**src/rtl/clk_div_prog.sv**
```systemverilog
// Runtime-programmable integer clock divider with clk_in-domain rise/fall strobes.
// Define CLK_DIV_DUTY_EN to make the high time programmable through div_high.
module clk_div_prog #(
    parameter int          CNT_W       = 16,
    parameter int unsigned DIV_DEFAULT = 126
) (
    input  logic             clk_in,
    input  logic             reset_n,
    input  logic             en,
    input  logic             div_valid,
    output logic             div_ready,
    input  logic [CNT_W-1:0] div_value,
    input  logic [CNT_W-1:0] div_high,
    output logic             clk_out,
    output logic             rise_tick,
    output logic             fall_tick,
    output logic             cfg_err,
    output logic [CNT_W-1:0] cur_div
);

    localparam logic [CNT_W-1:0] DIV_INIT = CNT_W'(DIV_DEFAULT);
    localparam logic [CNT_W-1:0] H_INIT   = DIV_INIT >> 1;
    localparam logic [CNT_W-1:0] MIN_DIV  = CNT_W'(2);

    logic [CNT_W-1:0] cnt_reg;
    logic [CNT_W-1:0] cur_div_reg;
    logic [CNT_W-1:0] h_act_reg;
    logic [CNT_W-1:0] pend_div_reg;
    logic             clk_out_reg;
    logic             rise_reg;
    logic             fall_reg;
    logic             cfg_err_reg;
    logic             ready_reg;

    logic             wrap;
    logic             high_now;
    logic             handshake;
    logic             accept;
    logic [CNT_W-1:0] apply_h;

    assign wrap      = (cnt_reg == cur_div_reg - 1'b1);
    assign high_now  = (cnt_reg < h_act_reg);
    assign handshake = div_valid && ready_reg;
    assign accept    = handshake && (div_value >= MIN_DIV);

`ifdef CLK_DIV_DUTY_EN
    logic [CNT_W-1:0] pend_h_reg;
    logic [CNT_W-1:0] req_h;

    // Out-of-range high times fall back to the balanced (low-biased) duty cycle
    assign req_h   = (div_high == '0 || div_high >= div_value) ? (div_value >> 1) : div_high;
    assign apply_h = pend_h_reg;

    always_ff @(posedge clk_in or negedge reset_n) begin
        if (!reset_n) begin
            pend_h_reg <= H_INIT;
        end else if (accept) begin
            pend_h_reg <= req_h;
        end
    end
`else
    logic unused_div_high;

    assign unused_div_high = ^div_high;
    assign apply_h         = pend_div_reg >> 1;
`endif

    always_ff @(posedge clk_in or negedge reset_n) begin
        if (!reset_n) begin
            cnt_reg      <= '0;
            cur_div_reg  <= DIV_INIT;
            h_act_reg    <= H_INIT;
            pend_div_reg <= DIV_INIT;
            clk_out_reg  <= 1'b0;
            rise_reg     <= 1'b0;
            fall_reg     <= 1'b0;
            cfg_err_reg  <= 1'b0;
            ready_reg    <= 1'b1;
        end else begin
            rise_reg    <= 1'b0;
            fall_reg    <= 1'b0;
            cfg_err_reg <= 1'b0;
            if (en) begin
                clk_out_reg <= high_now;
                rise_reg    <= high_now && !clk_out_reg;
                fall_reg    <= !high_now && clk_out_reg;
                if (wrap) begin
                    cnt_reg <= '0;
                    // ready low means a ratio is pending; it takes over at the restart
                    if (!ready_reg) begin
                        cur_div_reg <= pend_div_reg;
                        h_act_reg   <= apply_h;
                        ready_reg   <= 1'b1;
                    end
                end else begin
                    cnt_reg <= cnt_reg + 1'b1;
                end
            end
            if (handshake) begin
                if (accept) begin
                    pend_div_reg <= div_value;
                    ready_reg    <= 1'b0;
                end else begin
                    cfg_err_reg <= 1'b1;
                end
            end
        end
    end

    assign div_ready = ready_reg;
    assign clk_out   = clk_out_reg;
    assign rise_tick = rise_reg;
    assign fall_tick = fall_reg;
    assign cfg_err   = cfg_err_reg;
    assign cur_div   = cur_div_reg;

endmodule

```
**config.mk**
```make
export PLATFORM = sky130hd
export DESIGN_NAME = clk_div_prog
export DESIGN_NICKNAME = d
export VERILOG_FILES = /design/src/rtl/clk_div_prog.sv
export SDC_FILE = /design/constraint.sdc
export NUM_CORES = 1
export LEC_CHECK = 0
export CORE_AREA = 2 2 99 101
export DETAILED_ROUTE_END_ITERATION = 10
export DIE_AREA = 0 0 101 103
export GPL_TIMING_DRIVEN = 0
export HOLD_SLACK_MARGIN = 0.06
export SLEW_MARGIN = 10
export SYNTH_ARGS = -nofsm -noshare
export SYNTH_HDL_FRONTEND = slang
export SYNTH_SLANG_ARGS = --single-unit
```
**constraint.sdc**
```tcl
create_clock -name clk_in -period 4.95 [get_ports clk_in]
set_clock_uncertainty 0.1 [all_clocks]
set_input_delay 0.99 -clock clk_in [delete_from_list [all_inputs] [get_ports clk_in]]
set_output_delay 0.99 -clock clk_in [all_outputs]
set_load 0.01 [all_outputs]
```
==> flow_summary.toml, run 1 <==
[power_and_ir_drop]
power_frac_comb = 0.286
ir_drop_v = 0.000127
pwr-share-clk = 0.205
swShare = 0.319
p_leak_uw = 0.00164
powerDensity_nw_per_um2 = 325
p_switching_uw = 397
seqPwrFrac = 0.509
p_int_uw = 845

[synth]
synth-seq-cells = 53
ys.flop_type = "dfrtp_1"
synth_edf_count = 0
seq_area_frac_synth = 0.423
synth.avg_cell_area_um2 = 10.4
yosysWarnings = 0
synth.net_count = 356
async_flop_share = 1.00
synth_area_um2 = 3180
synth_cell_types = 47
synthCells = 304

[clock_network]
ctsHoldBuffers = 0
htreeDepth = 2
cts_resized = 0
cts_made_buffers = 5
clockBufferDepth = 2
cts_sinks = 53
cts_tree = "yes"
ctsRootBufferMaster = "clkbuf_8"
cts_setup_buffers = 0
insertion_delay_ns = 0.31
path_clk_slew_ns = 0.10

[floorplan]
initial_core_util = 0.336
die_x_um = 101
num_rows = 36
die_y_um = 103
coreArea_um2 = 9460
die_area_um2 = 10400
io_pins = 57

[finish]
synthToLayoutAreaGrowth_pct = 20.4
layout.nets = 404
antenna_cells = 0
drive_gt1_frac = 0.170
final_area_um2 = 3820
nFillCells = 942
fin_cells = 467

[setup_path]
rr_worst_depth = 12
critPathCaptureType = "flip-flop"
worst-r2r-setup-slack_ns = 0.69
arrival_ns = 4.37
worst_setup_path_start_kind = "flip-flop"
path_class = "flip-flop to flip-flop"
r2r_end = "cur_div[7]"
critical_path.max_fanout = 10
setup.worst_path.start = "cur_div[0]"
timing.rr.start = "cur_div[0]"
required_ns = 5.05

[sta]
slew_headroom = 0.335
final-setup-viol-count = 0
drv_slew = 0
setup_ws_ns = 0.687
fmax_mhz = 235
whs_ns = 0.407
finalCritPeriodShare = 0.861
hold_viol = 0
tightest_slew_ns = 0.988
tns_ns = 0
min_period_ns = 4.26
rsz0062_at_grt = "false"

[route]
wl_per_cell_um = 15.9
ant_nets = 0
drt-initial-drc-count = 117
wl_um = 7430
drc = 0
viasPerCell = 5.24
num_vias = 2448
dr.pass1.iters = 4

[min_path]
worstHoldStart = "clk_out"
hold_path.class = "flip-flop to flip-flop"
worstHoldPathCells = 1
min_to = "rise_tick"

[placement]
place.gp.congestion = 0.934
place_area_um2 = 3730
pre_cts_ws_ns = 0.684
dpl.hpwl_um = 5560
numPortBuffers = 40
dp.cells = 459

[global_routing]
grt_pass1_wl_um = 12300
grt_start_max_net_pins = 37
grtUsageTotal = 0.151
grt_overflow = 0
grt_pass1_vias = 2476
antenna_found_initial = 0

[outcome]
outcome = "finished, final reports clean"

[run]
max_cap_violations = 0
==> per-layer routing <==
metal | track usage | vias up | part of all wire
met4 | 0.0468 | 0 | 0.015
met5 | 0 | - | 0
met2 | 0.249 | 53 | 0.47
met1 | 0.201 | 1222 | 0.48
li1 | - | 1165 | -
met3 | 0.0278 | 8 | 0.036
==> placed cells by master, fill, tap and decap left out, types with 3 or more instances in the layout <==
master / Yosys / routed
clkdlybuf4s50_1: 0 / 39
dfstp_2: 13 / 13
and3_1: 7 / 7
a21o_1: 5 / 5
nand2_1: 10 / 10
nand3_1: 12 / 12
mux2_2: 23 / 23
xnor2_1: 17 / 17
clkbuf_8: 0 / 5
clkbuf_1: 11 / 11
nand2b_1: 4 / 4
xor2_1: 15 / 15
nor2_1: 23 / 23
a21oi_1: 5 / 5
mux2_4: 10 / 10
nor3b_1: 3 / 3
inv_1: 24 / 24
o21ai_0: 13 / 13
a2111oi_0: 3 / 3
nor3_1: 9 / 9
nor4_1: 6 / 6
or3_1: 4 / 4
dfrtp_1: 40 / 40
ha_1: 16 / 16
==> final cells by class <==
| class | instances | area [µm²] | area share |
|---|---|---|---|
| multi-input combinational | 215 | 1680 | 0.440 |
| clock inverter | 3 | 20.0 | 0.00524 |
| tap | 114 | 143 | 0.0373 |
| buffer | 12 | 61.3 | 0.0160 |
| sequential | 53 | 1340 | 0.351 |
| inverter | 24 | 90.1 | 0.0236 |
| timing repair buffer | 41 | 415 | 0.109 |
| clock buffer | 5 | 68.8 | 0.0180 |
==> worst max-delay path by stage <==
stage | end | slack (ns) | cells after the start
finish | cur_div[7] | 0.69 | 12
global route | cur_div[10] | 0.28 | 12
CTS | cur_div[10] | 0.68 | 12
detailed placement | cur_div[7] | 0.68 | 12
global placement | cur_div[8] | 0.66 | 12
floorplan | cur_div[10] | 1.48 | 12
==> power groups by stage <==
stage	logic [µW]	clock network, µW	registers [µW]
floorplan	252	0	619
global placement	339	0	635
detailed placement	354	0	640
CTS	355	264	633
global route	398	278	647
finish	355	255	632
==> logic make-up (layout without fill, tap and decap cells) <==
| logic type | count (synthesis) | count (layout) | synth area share |
|---|---|---|---|
| compound gates | 42 | 42 | 0.0914 |
| xor+xnor | 32 | 32 | 0.0882 |
| fa+ha+maj | 16 | 16 | 0.0630 |
| buf+inv | 36 | 85 | 0.0477 |
| flops | 53 | 53 | 0.423 |
| mux | 33 | 33 | 0.129 |
| simple gates | 92 | 92 | 0.158 |
==> worst max-delay path, stage by stage, from the launching register on <==
cell	delay, ns
dfrtp_1	0.41
clkbuf_1	0.25
inv_1	0.11
ha_1	0.15
clkbuf_1	0.30
nor4b_1	0.72
nand2_1	0.19
a211o_1	0.31
a222oi_1	0.34
nand4_2	0.31
nor3_4	0.46
buf_12	0.21
mux2_4	0.30
==> synthesized netlist by cell type, types with 2 or more instances <==
cell type / count / area (µm²)
clkbuf_1: 11 / 41.3
dfrtp_1: 40 / 1000
inv_1: 24 / 90.1
a21o_1: 5 / 37.5
mux2_4: 10 / 150
nand2b_1: 4 / 25.0
or3_1: 4 / 25.0
nor3_1: 9 / 45.0
a21oi_1: 5 / 25.0
nand2_1: 10 / 37.5
and2_1: 2 / 12.5
a2111oi_0: 3 / 26.3
nor4_1: 6 / 37.5
mux2_2: 23 / 259
or4_1: 2 / 15.0
and4_1: 2 / 17.5
nand3_1: 12 / 60.1
a211o_1: 2 / 17.5
nand4_1: 2 / 12.5
and3_1: 7 / 43.8
xnor2_1: 17 / 149
ha_1: 16 / 200
xor2_1: 15 / 131
nor2_1: 23 / 86.3
nor3b_1: 3 / 22.5
nor4b_1: 2 / 17.5
o21ai_0: 13 / 65.1
dfstp_2: 13 / 342
==> stage by stage <==
stage                     utilization  power (µW)
after floorplan                     -         871
after global placement          0.393         974
after detailed placement        0.395         994
after CTS                       0.404        1250
after global routing            0.404        1320
final                           0.404        1240
No activity file was read; power rests on OpenSTA's default activity.
==> run 2: changes to the inputs <==
--- a/config.mk
+++ b/config.mk
@@ -8,6 +8,7 @@
 export CORE_AREA = 2 2 99 101
 export DETAILED_ROUTE_END_ITERATION = 10
 export DIE_AREA = 0 0 101 103
+export DONT_BUFFER_PORTS = 1
 export GPL_TIMING_DRIVEN = 0
 export HOLD_SLACK_MARGIN = 0.06
 export SLEW_MARGIN = 10
==> run 2 against run 1 <==
Net effect: via count shrank 7.5%; worst setup slack better by 0.16 ns; fmax grew 3.9%; count of clock-buffer cells in the layout up 2; critical endpoint is now cur_div[14]; sequential share of layout area increased by 4.1 points.
==> flow_summary.toml, run 2 (same netlist as run 1, synthesis figures left out) <==
[outcome]
outcome = "finished, final reports clean"

[clock_network]
cts_setup_buffers = 0
clockBufferDepth = 2
cts_sinks = 53
ctsRootBufferMaster = "clkbuf_8"
ctsHoldBuffers = 0
cts_resized = 0
insertion_delay_ns = 0.31
cts_made_buffers = 5
path_clk_slew_ns = 0.11
htreeDepth = 2
cts_tree = "yes"

[sta]
drv_slew = 0
tightest_slew_ns = 0.960
finalCritPeriodShare = 0.829
final-setup-viol-count = 0
tns_ns = 0
setup_ws_ns = 0.846
min_period_ns = 4.10
slew_headroom = 0.354
whs_ns = 0.257
hold_viol = 0
rsz0062_at_grt = "false"
fmax_mhz = 244

[power_and_ir_drop]
seqPwrFrac = 0.520
p_int_uw = 848
ir_drop_v = 0.000194
power_frac_comb = 0.244
p_switching_uw = 376
swShare = 0.307
p_leak_uw = 0.00149
pwr-share-clk = 0.236
powerDensity_nw_per_um2 = 357

[route]
drt-initial-drc-count = 155
wl_um = 7170
dr.pass1.iters = 4
wl_per_cell_um = 16.8
ant_nets = 0
num_vias = 2265
drc = 0
viasPerCell = 5.32

[placement]
dpl.hpwl_um = 5470
dp.cells = 418
place.gp.congestion = 0.840
numPortBuffers = 0
pre_cts_ws_ns = 0.785

[global_routing]
antenna_found_initial = 0
grtUsageTotal = 0.151
grt_overflow = 0
grt_pass1_wl_um = 12300
grt_pass1_vias = 2378
grt_start_max_net_pins = 54

[finish]
drive_gt1_frac = 0.183
final_common_cell = "dfrtp_1"
synthToLayoutAreaGrowth_pct = 7.84
multi_input_area_um2 = 1680
utilization = 0.362
antenna_cells = 0
seqCellArea_um2 = 1340
nFillCells = 959
layout.nets = 363
final_cell_mix = "dfrtp_1 (40), inv_1 (24), nor2_1 (23), mux2_2 (23), xnor2_1 (17)"
fin_cells = 426

[setup_path]
critical_path.max_fanout = 10
required_ns = 5.05
critPathCaptureType = "flip-flop"
worst-r2r-setup-slack_ns = 0.85
worst_setup_path_start_kind = "flip-flop"
path_class = "flip-flop to flip-flop"
arrival_ns = 4.21
timing.rr.start = "cur_div[0]"
r2r_end = "cur_div[14]"
setup.worst_path.start = "cur_div[0]"
rr_worst_depth = 11

[floorplan]
die_y_um = 103
num_rows = 36
die_area_um2 = 10400
die_x_um = 101
initial_core_util = 0.336
coreArea_um2 = 9460
io_pins = 57

[run]
max_cap_violations = 0

[min_path]
hold_path.class = "primary input to asynchronous set/reset pin"
==> run 2: critical path, cell delays in order, from the launching register on <==
cell       delay, ns
dfrtp_1         0.44
clkbuf_1        0.25
inv_1           0.11
ha_1            0.14
clkbuf_1        0.28
nor4b_1         0.60
nand4_1         0.21
a2111oi_0       0.56
nand4_2         0.34
nor3_4          0.46
buf_12          0.21
mux2_4          0.30
==> run 2: how the worst max path moves through the flow <==
stage	to	slack (ns)	cells past startpoint
final	cur_div[14]	0.85	11
after detailed placement	cur_div[14]	0.78	11
after CTS	cur_div[14]	0.76	11
after global routing	cur_div[13]	0.41	11
after floorplan	cur_div[10]	1.48	12
after global placement	cur_div[9]	0.73	11
==> run 2: area by class of cell <==
| class | instances | area share |
|---|---|---|
| plain buffers | 12 | 0.0179 |
| clock buffers | 7 | 0.0285 |
| clock inverters | 1 | 0.00256 |
| inverters | 24 | 0.0263 |
| multi-input cells | 215 | 0.491 |
| flip-flops and latches | 53 | 0.392 |
| well taps | 114 | 0.0416 |
==> run 2: routing by layer <==
| metal | global-route usage | vias up | share of wire |
|---|---|---|---|
| met4 | 0.0301 | 0 | 0.0078 |
| li1 | - | 1091 | - |
| met3 | 0.0393 | 6 | 0.061 |
| met2 | 0.256 | 66 | 0.48 |
| met5 | 0 | - | 0 |
| met1 | 0.196 | 1102 | 0.45 |
==> run 2: stage by stage <==
stage          power, µW  area, µm²
5_1_grt             1310       3430
4_1_cts             1240       3430
3_5_place_dp         948       3320
2_1_floorplan        871       3180
3_3_place_gp         935       3320
6_report            1220       3430
==> run 2: power groups by stage <==
stage          clock network (µW)  registers, µW  logic [µW]
2_1_floorplan                   0            619         252
3_3_place_gp                    0            643         292
3_5_place_dp                    0            646         302
4_1_cts                       297            639         303
5_1_grt                       310            654         344
6_report                      288            637         299
==> run 3: changes to the inputs <==
==> constraint.sdc (replaced) <==
create_clock -name clk_in -period 4.2 [get_ports clk_in]
set_clock_uncertainty 0.1 [all_clocks]
set_input_delay 0.84 -clock clk_in [delete_from_list [all_inputs] [get_ports clk_in]]
set_output_delay 0.84 -clock clk_in [all_outputs]
set_load 0.01 [all_outputs]
==> run 3 against run 2 <==
Net effect: combinational power rose by 18%; wire length rose by 0.57%; via count barely moved; utilization rose by 0.26 points; largest power group unchanged.
==> flow_summary.toml, run 3 (same netlist as run 1, synthesis figures left out) <==
[floorplan]
io_pins = 57
die_y_um = 103
num_rows = 36
die_x_um = 101
die_area_um2 = 10400
initial_core_util = 0.336
coreArea_um2 = 9460

[clock_network]
cts_sinks = 53
cts_tree = "yes"
clockBufferDepth = 2
insertion_delay_ns = 0.31
ctsRootBufferMaster = "clkbuf_8"
path_clk_slew_ns = 0.11
cts_made_buffers = 5
htreeDepth = 2

[route]
dr.pass1.iters = 5
wl_per_cell_um = 16.8
ant_nets = 0
drc = 0
viasPerCell = 5.30
wl_um = 7210
drt-initial-drc-count = 119
num_vias = 2267

[setup_path]
timing.rr.start = "cur_div[1]"
required_ns = 4.30
rr_worst_depth = 12
critical_path.max_fanout = 10
path_class = "flip-flop to flip-flop"
critPathCaptureType = "flip-flop"
worst-r2r-setup-slack_ns = 0.38
arrival_ns = 3.91
worst_setup_path_start_kind = "flip-flop"
r2r_end = "cur_div[0]"

[power_and_ir_drop]
pwr-share-clk = 0.235
p_leak_uw = 0.00152
ir_drop_v = 0.000229
power_frac_comb = 0.245
p_int_uw = 999
powerDensity_nw_per_um2 = 418
power_uw = 1440
p_switching_uw = 443
seqPwrFrac = 0.520
swShare = 0.307

[sta]
min_period_ns = 3.82
final-setup-viol-count = 0
hold_viol = 0
tns_ns = 0
rsz0062_at_grt = "false"
tightest_slew_ns = 0.963
drv_slew = 0
finalCritPeriodShare = 0.909
whs_ns = 0.109
slew_headroom = 0.352
fmax_mhz = 262

[global_routing]
antenna_found_initial = 0
grt_start_max_net_pins = 54
grtUsageTotal = 0.151
use_met2 = 0.256
grt_pass1_wl_um = 12300
busiest_layer = "met2"
grt_pass1_vias = 2378
grtUsageMet3 = 0.0393
gr-usage-met1 = 0.196
grt_overflow = 0

[run]
max_cap_violations = 0

[outcome]
outcome = "finished, final reports clean"

[placement]
place.gp.congestion = 0.840
numPortBuffers = 0
dpl.hpwl_um = 5470

[finish]
antenna_cells = 0
final_cell_mix = "dfrtp_1 (40), inv_1 (24), nor2_1 (23), mux2_2 (23), xnor2_1 (17)"
synthToLayoutAreaGrowth_pct = 8.63
drive_gt1_frac = 0.201
final_common_cell = "dfrtp_1"
layout.nets = 365
utilization = 0.365

[min_path]
hold_path.class = "primary input to asynchronous set/reset pin"
run 3: metrics by stage:
step	std cells	setup WS, ns	cell area (µm²)
after floorplan	304	0.725	3180
after global placement	418	-0.0223	3320
after detailed placement	418	0.0347	3320
after CTS	426	0.00960	3430
after global routing	428	0.0211	3450
final	428	0.383	3450
run 3: worst max-delay path, cell delays in order, from the launching register on:
cell	delay, ns
dfstp_2	0.58
clkbuf_2	0.22
inv_1	0.06
ha_1	0.17
clkbuf_1	0.19
nand2b_1	0.19
a2111oi_0	0.41
o211ai_1	0.15
a222oi_1	0.43
nand4_2	0.31
nor3_4	0.37
buf_4	0.20
mux2_2	0.33
run 3: worst max-delay path by stage:
stage / start / to / slack [ns] / cells after the start
after global routing: cur_div[1] / cur_div[0] / 0.02 / 12
after global placement: cur_div[0] / cur_div[9] / -0.02 / 11
final: cur_div[1] / cur_div[0] / 0.38 / 12
after CTS: cur_div[0] / cur_div[14] / 0.01 / 11
after floorplan: cur_div[1] / cur_div[10] / 0.73 / 12
after detailed placement: cur_div[0] / cur_div[14] / 0.03 / 11
run 3: power groups by stage:
stage / logic, µW / clock network (µW) / registers, µW
6_report: 353 / 338 / 750
5_1_grt: 406 / 365 / 770
4_1_cts: 357 / 350 / 753
3_5_place_dp: 356 / 0 / 761
3_3_place_gp: 344 / 0 / 757
2_1_floorplan: 297 / 0 / 729
run 3: area by class of cell:
type,instances,area (µm²)
multi-input cells,215,1690
well taps,114,143
plain buffers,12,65.1
clock inverters,1,8.76
flip-flops and latches,53,1340
inverters,24,90.1
clock buffers,7,97.6
repair buffers,2,15.0
fillers,958,6010
run 3: metal layers:
| metal | vias up | wire length, µm |
|---|---|---|
| met2 | 57 | 3480 |
| li1 | 1098 | - |
| met5 | - | 0 |
| met4 | 0 | 52 |
| met3 | 6 | 426 |
| met1 | 1106 | 3250 |
run 3: repair_timing:
action                     CTS  global route
setup buffers                0             2
resized for setup            0             7
hold buffers                 0             0
setup endpoints to repair    0            26
